## src/rtl/prog_loader_pkg.sv

```systemverilog
// Shared definitions for the instruction-memory loader.
//   state_t    : loader FSM encoding
//   *_DEF      : default geometry (9-bit instruction words, 256-entry memory)
package prog_loader_pkg;

  localparam int IW_DEF    = 9;
  localparam int AW_DEF    = 8;
  localparam int DEPTH_DEF = 256;

  typedef enum logic [2:0] {
    IDLE  = 3'd0,
    LEN   = 3'd1,
    LOAD  = 3'd2,
    START = 3'd3,
    DONE  = 3'd4,
    ERR   = 3'd5
  } state_t;

endpackage

```

## src/rtl/prog_loader_if.sv

```systemverilog
// Stream-in / memory-write bundle of the instruction loader.
//   in_valid, in_data : host word stream (header first, then instructions)
//   in_ready          : loader can accept a word this cycle
//   imem_we/addr/wdata: registered write port into the instruction memory
// master = host/memory side, slave = loader.
interface prog_loader_if
  import prog_loader_pkg::*;
#(
  parameter int IW = IW_DEF,
  parameter int AW = AW_DEF
);

  logic          in_valid;
  logic [IW-1:0] in_data;
  logic          in_ready;
  logic          imem_we;
  logic [AW-1:0] imem_addr;
  logic [IW-1:0] imem_wdata;

  modport master (
    output in_valid, in_data,
    input  in_ready, imem_we, imem_addr, imem_wdata
  );

  modport slave (
    input  in_valid, in_data,
    output in_ready, imem_we, imem_addr, imem_wdata
  );

endinterface

```

## src/rtl/prog_loader.sv

```systemverilog
// Instruction-memory loader: takes a length header plus that many words over
// a valid/ready stream, writes them to consecutive addresses from 0, then
// pulses cpu_start and releases cpu_hold.
//
// Ports:
//   CLK        : system clock
//   init       : asynchronous active-high reset
//   load_start : one-cycle load request (honoured in IDLE, DONE, ERR)
//   bus        : stream input + registered memory write port (slave side)
//   cpu_hold   : keeps the CPU in reset; low only in DONE
//   cpu_start  : one-cycle pulse after a successful load
//   busy       : in LEN, LOAD or START
//   done / err : load finished / header rejected, held until next load_start
//   count      : words written in the current load
//
// state | meaning
// IDLE  | after reset, waiting for load_start
// LEN   | accepting the length header
// LOAD  | accepting and writing instruction words
// START | one cycle, cpu_start asserted
// DONE  | load complete, CPU released
// ERR   | header was 0 or larger than DEPTH
module prog_loader
  import prog_loader_pkg::*;
#(
  parameter int IW    = IW_DEF,
  parameter int AW    = AW_DEF,
  parameter int DEPTH = DEPTH_DEF
) (
  input  logic          CLK,
  input  logic          init,
  input  logic          load_start,
  prog_loader_if.slave  bus,
  output logic          cpu_hold,
  output logic          cpu_start,
  output logic          busy,
  output logic          done,
  output logic          err,
  output logic [AW:0]   count
);

  localparam int          CW        = AW + 1;
  // Header compared one bit wider so DEPTH itself is representable.
  localparam logic [IW:0] DEPTH_HDR = (IW + 1)'(DEPTH);

  state_t        state_q, state_d;
  logic [AW:0]   remaining;
  logic          xfer;
  logic          hdr_bad;
  logic          restart;

  assign xfer    = bus.in_valid && bus.in_ready;
  assign hdr_bad = (bus.in_data == '0) || ({1'b0, bus.in_data} > DEPTH_HDR);
  assign restart = load_start &&
                   ((state_q == IDLE) || (state_q == DONE) || (state_q == ERR));

  // State register
  always_ff @(posedge CLK or posedge init) begin
    if (init) state_q <= IDLE;
    else      state_q <= state_d;
  end

  // Next-state logic
  always_comb begin
    state_d = state_q;
    case (state_q)
      IDLE:  if (restart) state_d = LEN;
      LEN:   if (xfer)    state_d = hdr_bad ? ERR : LOAD;
      LOAD:  if (xfer && (remaining == CW'(1))) state_d = START;
      START: state_d = DONE;
      DONE:  if (restart) state_d = LEN;
      ERR:   if (restart) state_d = LEN;
      default: state_d = IDLE;
    endcase
  end

  // Moore outputs
  always_comb begin
    bus.in_ready = 1'b0;
    cpu_hold     = 1'b1;
    cpu_start    = 1'b0;
    busy         = 1'b0;
    done         = 1'b0;
    err          = 1'b0;
    case (state_q)
      LEN:   begin bus.in_ready = 1'b1; busy = 1'b1; end
      LOAD:  begin bus.in_ready = 1'b1; busy = 1'b1; end
      START: begin cpu_start = 1'b1; busy = 1'b1; end
      DONE:  begin done = 1'b1; cpu_hold = 1'b0; end
      ERR:   err = 1'b1;
      default: ;
    endcase
  end

  // Datapath: word counter, remaining down-counter, registered write port.
  // remaining is only loaded on an accepted header, so L <= DEPTH <= 2**AW
  // keeps every write address inside the array.
  always_ff @(posedge CLK or posedge init) begin
    if (init) begin
      count          <= '0;
      remaining      <= '0;
      bus.imem_we    <= 1'b0;
      bus.imem_addr  <= '0;
      bus.imem_wdata <= '0;
    end else begin
      bus.imem_we <= 1'b0;
      if (restart || (state_q == IDLE)) count <= '0;
      case (state_q)
        LEN: if (xfer && !hdr_bad) remaining <= CW'(bus.in_data);
        LOAD: if (xfer) begin
          bus.imem_we    <= 1'b1;
          bus.imem_addr  <= count[AW-1:0];
          bus.imem_wdata <= bus.in_data;
          count          <= count + CW'(1);
          remaining      <= remaining - CW'(1);
        end
        default: ;
      endcase
    end
  end

endmodule

```

## src/flat_wrapper.sv

```systemverilog
// flat-port wrapper written by rule: the top's interface ports become plain ports
module prog_loader_flat import prog_loader_pkg::*;
#(
  parameter int IW    = IW_DEF,
  parameter int AW    = AW_DEF,
  parameter int DEPTH = DEPTH_DEF
)
  (CLK, init, load_start, cpu_hold, cpu_start, busy, done, err, count, bus_in_valid, bus_in_data, bus_in_ready, bus_imem_we, bus_imem_addr, bus_imem_wdata);
  prog_loader_if #(.IW(IW), .AW(AW)) bus_i ();
  input  logic CLK;
  input  logic init;
  input  logic load_start;
  output logic cpu_hold;
  output logic cpu_start;
  output logic busy;
  output logic done;
  output logic err;
  output logic [AW:0] count;
  input wire logic [$bits(bus_i.in_valid)-1:0] bus_in_valid;
  input wire logic [$bits(bus_i.in_data)-1:0] bus_in_data;
  output wire logic [$bits(bus_i.in_ready)-1:0] bus_in_ready;
  output wire logic [$bits(bus_i.imem_we)-1:0] bus_imem_we;
  output wire logic [$bits(bus_i.imem_addr)-1:0] bus_imem_addr;
  output wire logic [$bits(bus_i.imem_wdata)-1:0] bus_imem_wdata;
  assign bus_i.in_valid = bus_in_valid;
  assign bus_i.in_data = bus_in_data;
  assign bus_in_ready = bus_i.in_ready;
  assign bus_imem_we = bus_i.imem_we;
  assign bus_imem_addr = bus_i.imem_addr;
  assign bus_imem_wdata = bus_i.imem_wdata;
  prog_loader #(.IW(IW), .AW(AW), .DEPTH(DEPTH)) u_core (.CLK(CLK), .init(init), .load_start(load_start), .bus(bus_i), .cpu_hold(cpu_hold), .cpu_start(cpu_start), .busy(busy), .done(done), .err(err), .count(count));
endmodule
```

## config.mk

```make
export PLATFORM = sky130hd
export DESIGN_NAME = prog_loader_flat
export DESIGN_NICKNAME = d
export VERILOG_FILES = /design/src/rtl/prog_loader_pkg.sv /design/src/rtl/prog_loader_if.sv /design/src/rtl/prog_loader.sv /design/src/flat_wrapper.sv
export SDC_FILE = /design/constraint.sdc
export NUM_CORES = 1
export LEC_CHECK = 0
export BUFFER_PORTS_ARGS = -buffer_cell sky130_fd_sc_hd__buf_2
export CAP_MARGIN = 20
export CORE_MARGIN = 4
export CORE_UTILIZATION = 57
export DETAILED_ROUTE_END_ITERATION = 16
export PLACE_DENSITY_LB_ADDON = 0.12
export SETUP_SLACK_MARGIN = 0.15
export SLEW_MARGIN = 20
export SYNTH_ARGS = -nofsm -noshare
export SYNTH_HDL_FRONTEND = slang
export SYNTH_SLANG_ARGS = --single-unit
```

## constraint.sdc

```tcl
create_clock -name CLK -period 3.1 [get_ports CLK]
set_input_delay 0.31 -clock CLK [delete_from_list [all_inputs] [get_ports CLK]]
set_output_delay 0.31 -clock CLK [all_outputs]
set_load 0.02 [all_outputs]
```

==> reports/results.txt, run 1 <==
crit start category -> register
CORE AREA -> 3340 µm²
worst hold margin -> 57.1 ps
largest cells by area after synthesis -> dfrtp_1 49%, nand2_1 13%, a21oi_1 2.5%
# hold bufs at CTS -> 0
critical path peak fanout -> 27
vias in the first global route -> 1534
Num Clock Sinks -> 39
antenna violations before repair -> 0
Synth area leader -> dfrtp_1
Max Freq -> 551 MHz
top cell type's share of synthesized area -> 49.4%
Port Buf Inserts -> 45
Yosys cell types -> 46
max-slew violation count -> 0
Antenna Violating Nets Remaining -> 0
LEAKAGE -> 1.21 nW
synthesized instance count -> 222
fraction of the mapped netlist area in simple logic gates -> 27.5%
fraction of layout cells with a size suffix above 1 -> 24.2%
drc violations -> 0
Mapped Avg Cell Area -> 8.90 µm²
Setup violations, final -> 0
first-pass GRT wire length -> 7.41 mm
H-Tree Depth -> 2
outcome -> finished clean
Worst Path Required -> 3340 ps
Ports -> 46
worst-case clock skew -> 15.0 ps
Routed Wire Length -> 4.41 mm
Gates resized, CTS repair -> 0
Die Span Y -> 66.9 µm
Period Utilization, post-route -> 58.6%
Least-Margin Pin Slew -> 485 ps
final hold viol count -> 0
gr usage total -> 21.9%
Final HPWL DP -> 3.16 mm
Num CTS Buffers -> 5
Peak VDD IR -> 0.381 mV
CTS tree -> yes
fillers -> 295
starting density of the core -> 59.2%
TNS Setup -> 0 ps
Max Cap Viol -> 0
Ant. Diodes -> 0
Cell Area, Synth -> 1980 µm²
Critical-path top delay cell -> dfrtp_1
most frequent cells in the layout -> 67 x nand2_1, 45 x buf_2, 39 x dfrtp_1, 11 x nor2_1, 10 x a21oi_1
Skew-Pair Late Insertion Delay -> 350 ps
fin crit period -> 1820 ps
Register Area -> 976 µm²
largest family of logic cells by synthesized area -> simple AND/OR/NAND/NOR gates
Post CTS Setup Buffer Count -> 0
Yosys reg bits -> 39
post-layout net count -> 280
multiplexer share of the synthesized area -> 2.34%
synth warn -> 0
pwr dens -> 756 nW/µm²
Critical Path Max Stage Delay -> 480 ps
RD Place Congestion -> 0.803
total number of vias -> 1712
Critical Path AT -> 2050 ps
root buf cell -> clkbuf_4
crit-path cells -> nor3b_2 > nand2_1 > clkinv_2 > nand4_1 > o311ai_0 > o21ai_1
GR Overflow Total -> 0
most common cell after layout, fill and taps aside -> nand2_1
die area -> 4470 µm²
die width -> 66.9 µm
worst slew margin relative to its limit -> 67.7%
largest net degree at the start of global routing -> 40
area grow syn2layout -> 14.9%
multi-input logic area -> 897 µm²
register area share after synthesis -> 49.4%
Mapped Nets -> 238
initial DRC count -> 121
XOR/XNOR share of the synthesized area -> 0.443%
TritonRoute pass-1 iters -> 4
vias per cell -> 5.50
nature of the critical path endpoint -> register
Compound-Gate Fraction of Synth Area -> 13.2%
unrepaired setup endpoints after global routing -> false
hold crit path type -> in2async
routed len/inst -> 14.2 µm
row count -> 21
Clock Pin Slew Worst Setup and Hold Paths -> 120 ps
Max Root-Sink Buffers -> 2
Post-Synth Adder-Cell Area -> 1.90%
class of the most critical setup path -> reg2reg
[report_power, final]
part | switching [mW] | internal, mW | leakage [nW]
registers | 0.112 | 0.638 | 0.518
logic | 0.426 | 0.243 | 0.654
clock network | 0.164 | 0.134 | 0.0386
[area by class of cell]
class | instances | area share [%]
Inverter | 8 | 1.38
Clock buffer | 8 | 3.03
Tap cell | 46 | 2.53
Sequential cell | 39 | 43.0
Timing Repair Buffer | 47 | 10.6
Multi-Input combinational cell | 163 | 39.5
[critical path: cells and delay by family, from the launching register on]
kind / cells / cell delay, ps
buf+inv: 1 / 270
compound gates: 2 / 390
flops: 1 / 480
simple gates: 3 / 570
[path summary, 6_finish.rpt]
kind	end	slack [ps]	start	cells after the start
min in group CLK	u_core.bus.imem_wdata[3]$_DFFE_PP0P_	200	bus_in_data[3]	3
hold reg to reg	u_core.bus.imem_addr[6]$_DFFE_PP0P_	480	u_core.bus.imem_addr[6]$_DFFE_PP0P_	2
setup / recovery	u_core.remaining[7]$_DFFE_PP0P_	1280	u_core.state_q[1]$_DFFE_PP0P_	6
hold / removal	u_core.remaining[3]$_DFFE_PP0P_	60	init	3
setup reg to reg	u_core.remaining[7]$_DFFE_PP0P_	1280	u_core.state_q[1]$_DFFE_PP0P_	6
max in group asynchronous	u_core.count[0]$_DFF_PP0_	2700	init	3
[metrics by stage]
step | instances | setup WS [ps] | utilization (%) | power [mW] | area (µm²)
floorplan | 222 | 1520 | - | 1.24 | 1980
global placement | 303 | 1260 | 66.0 | 1.42 | 2200
detailed placement | 303 | 1240 | 66.0 | 1.43 | 2200
CTS | 311 | 1280 | 68.1 | 1.73 | 2270
global route | 311 | 1050 | 68.1 | 1.84 | 2270
finish | 311 | 1280 | 68.1 | 1.72 | 2270
[cell families (layout without fill, tap and decap cells)]
kind of cell,after synthesis,after routing
simple gates,113,113
xor+xnor,1,1
compound gates,42,42
fa+ha+maj,3,3
mux,4,4
buf+inv,20,63
flops,39,39
[routing by layer]
metal  wire length [µm]  share of wire, %  GRT usage (%)  up-vias
met5                  0                 0              0        -
met4                 12              0.27           5.32        0
met3                271               6.1           5.40        2
met2               2230                51           35.4       50
met1               1900                43           29.5      813
li1                   -                 -              -      847
[registers in the layout (all words and copies together), names as in the netlist]
name                   flops
u_core.count               9
u_core.bus.imem_wdata      9
u_core.state_q             3
u_core.bus.imem_we         1
u_core.remaining           9
u_core.bus.imem_addr       8
[Yosys cell counts, drive strengths merged]
master and n:
a211oi 2, nor3 2, or4 1, or2 3
o211ai 2, inv 7, a21oi 10, nand4b 1
nor4 3, or3b 1, and3 2, nand4 4
xor2 1, o22ai 1, o22a 1, a31oi 1
dfrtp 39, nor2 11, o311a 1, nand2b 3
or3 1, o21ai 16, o311ai 2, o32ai 1
nand3 9, and2 2, o41ai 1, nand2 67
a21o 1, nand3b 1, a21boi 1, clkinv 1
nor3b 2, mux2 2, o31ai 2, ha 3
buf 12, mux2i 2
(Power assumes the default switching activity.)
==> inputs of run 2 (changes only) <==
--- a/config.mk
+++ b/config.mk
@@ -8,7 +8,7 @@
 export BUFFER_PORTS_ARGS = -buffer_cell sky130_fd_sc_hd__buf_2
 export CAP_MARGIN = 20
 export CORE_MARGIN = 4
-export CORE_UTILIZATION = 57
+export CORE_UTILIZATION = 48
 export DETAILED_ROUTE_END_ITERATION = 16
 export PLACE_DENSITY_LB_ADDON = 0.12
 export SETUP_SLACK_MARGIN = 0.15
==> constraint.sdc (replaced) <==
create_clock -name CLK -period 1.5 [get_ports CLK]
set_input_delay 0.15 -clock CLK [delete_from_list [all_inputs] [get_ports CLK]]
set_output_delay 0.15 -clock CLK [all_outputs]
set_load 0.02 [all_outputs]
==> run 2 against run 1 <==
Compared with the run above:
- the run now ends with setup timing left
- maximum frequency rose by 8.3%
- count of clock-buffer cells in the layout decreased by 2
- flip-flop and latch count unchanged
- critical path depth is 1 higher
- first-iteration DRC count rose by 37%
- sequential power up 100%
- highest routed layer unchanged
==> reports/results.txt, run 2 (synthesis results as in run 1) <==
outcome -> finished, violations left
failing checks -> setup timing
pwr dens -> 1530 nW/µm²
max-slew violation count -> 0
Num Clock Sinks -> 39
fin crit period -> 1680 ps
nature of the critical path endpoint -> register
FF-to-FF End -> u_core.count[8]$_DFF_PP0_
fraction of layout cells with a size suffix above 1 -> 59.2%
post-layout net count -> 346
LEAKAGE -> 1.69 nW
worst hold margin -> 93.2 ps
most common cell after layout, fill and taps aside -> buf_4
Top Registers -> u_core.bus.imem_wdata (9), u_core.count (9), u_core.remaining (9)
Final HPWL DP -> 3.78 mm
Clock Pin Slew Worst Setup and Hold Paths -> 80 ps
die area -> 5210 µm²
area grow syn2layout -> 66.1%
met1 Track Usage GR -> 31.2%
Num CTS Buffers -> 5
H-Tree Depth -> 2
TritonRoute pass-1 iters -> 4
largest net degree at the start of global routing -> 40
CORE AREA -> 4000 µm²
Antenna Violating Nets Remaining -> 0
reg-to-reg slack, setup -> -180 ps
final worst slack -> -176 ps
first-pass GRT wire length -> 9.90 mm
Ports -> 46
GR peak layer -> met2
total number of vias -> 2112
row count -> 23
critical path peak fanout -> 5
root buf cell -> clkbuf_8
R2R Path Start -> u_core.state_q[0]$_DFFE_PP0P_
worst-case clock skew -> 7.53 ps
Max Root-Sink Buffers -> 2
Period Utilization, post-route -> 112%
final hold viol count -> 0
GR Util met2 -> 41.9%
RD Place Congestion -> 0.852
Port Buf Inserts -> 45
Critical Path AT -> 1850 ps
starting density of the core -> 49.4%
worst slew margin relative to its limit -> 66.4%
antenna violations before repair -> 0
drc violations -> 0
vias per cell -> 5.54
class of the most critical setup path -> reg2reg
TNS Setup -> -1370 ps
CTS tree -> yes
Skew-Pair Late Insertion Delay -> 290 ps
met3 Use GR -> 5.12%
die width -> 72.2 µm
Routed Wire Length -> 6.48 mm
crit start category -> register
Least-Margin Pin Slew -> 504 ps
unrepaired setup endpoints after global routing -> true
dpl ws -> -146 ps
reg2reg path depth -> 7
most frequent cells in the layout -> 41 x buf_4, 39 x buf_2, 38 x nand2_1, 36 x dfrtp_1, 27 x buf_6
Max Cap Viol -> 0
hold path depth -> 2
Peak VDD IR -> 1.66 mV
Worst Path Required -> 1670 ps
hold crit path type -> in2reg
Ant. Diodes -> 0
Setup violations, final -> 26
initial DRC count -> 166
Worst Hold End -> u_core.state_q[2]$_DFFE_PP0P_
vias in the first global route -> 2072
Die Span Y -> 72.2 µm
Max Freq -> 596 MHz
GR Overflow Total -> 0
routed len/inst -> 17.0 µm
gr usage total -> 24.4%
hold wc startpoint -> load_start
## run 2: changes by cell type in the layout (fill, tap and decap cells not counted), sizes merged
cell,change
buf,+65
clkbuf,-2
clkinv,+1
clkinvlp,+1
dlygate4sd3,+1
## run 2: how the worst max path moves through the flow
stage                                               start                               to  depth (start not counted)  slack, ps
after floorplan           u_core.remaining[4]$_DFFE_PP0P_  u_core.remaining[8]$_DFFE_PP0P_                          5        -50
after global placement                     bus_in_data[0]  u_core.remaining[0]$_DFFE_PP0P_                          6       -140
after detailed placement                   bus_in_data[0]  u_core.remaining[4]$_DFFE_PP0P_                          6       -150
after CTS                 u_core.remaining[5]$_DFFE_PP0P_  u_core.remaining[8]$_DFFE_PP0P_                          5       -100
after global routing        u_core.state_q[0]$_DFFE_PP0P_        u_core.count[8]$_DFF_PP0_                          7       -250
final                       u_core.state_q[0]$_DFFE_PP0P_        u_core.count[8]$_DFF_PP0_                          7       -180
## run 2: cell type report
type / instances / area (µm²)
multi-input combinational: 163 / 1220
clock buffer: 6 / 72.6
sequential: 39 / 980
fill: 219 / 716
timing repair buffer: 113 / 892
clock inverter: 2 / 12.5
inverter: 8 / 40.0
tap: 50 / 62.6
## run 2: where the power goes
| part | internal [mW] | leakage, nW | switching (mW) | total [mW] |
|---|---|---|---|---|
| sequential | 1.33 | 0.514 | 0.204 | 1.53 |
| combinational | 1.31 | 1.14 | 1.48 | 2.79 |
| clock | 0.325 | 0.0412 | 0.384 | 0.709 |
| total | 2.96 | 1.69 | 2.07 | 5.02 |
## run 2: what timing repair did
item,in CTS,in global routing
gates resized for setup,74,42
pin swaps,35,33
setup endpoints to repair,31,43
buffers inserted,18,8
gates cloned,1,0
endpoints found under the hold margin,39,0
hold buffers,1,0
## run 2: per-layer routing
layer	vias to the layer above	routed length, µm	share of wire [%]
met5	-	0	0
met4	0	128	2.0
met3	17	414	6.4
met2	82	3250	50
met1	1038	2690	42
li1	975	-	-
## run 2: per-stage QoR
stage               utilization, %  power (mW)  std cells  area, µm²
global route                  82.1        5.29        381       3280
finish                        82.1        5.02        381       3280
CTS                           76.4        4.66        373       3060
floorplan                        -        2.73        222       2090
global placement              64.2        3.44        345       2570
detailed placement            64.2        3.45        345       2570
## run 2: critical path, cell delays in order, from the launching register on
cell and delay, ps:
dfrtp_1 420, buf_6 130, nor3b_4 220, nand2_4 120, clkinv_4 80, nand4_1 210, o211ai_1 250, o31ai_1 100
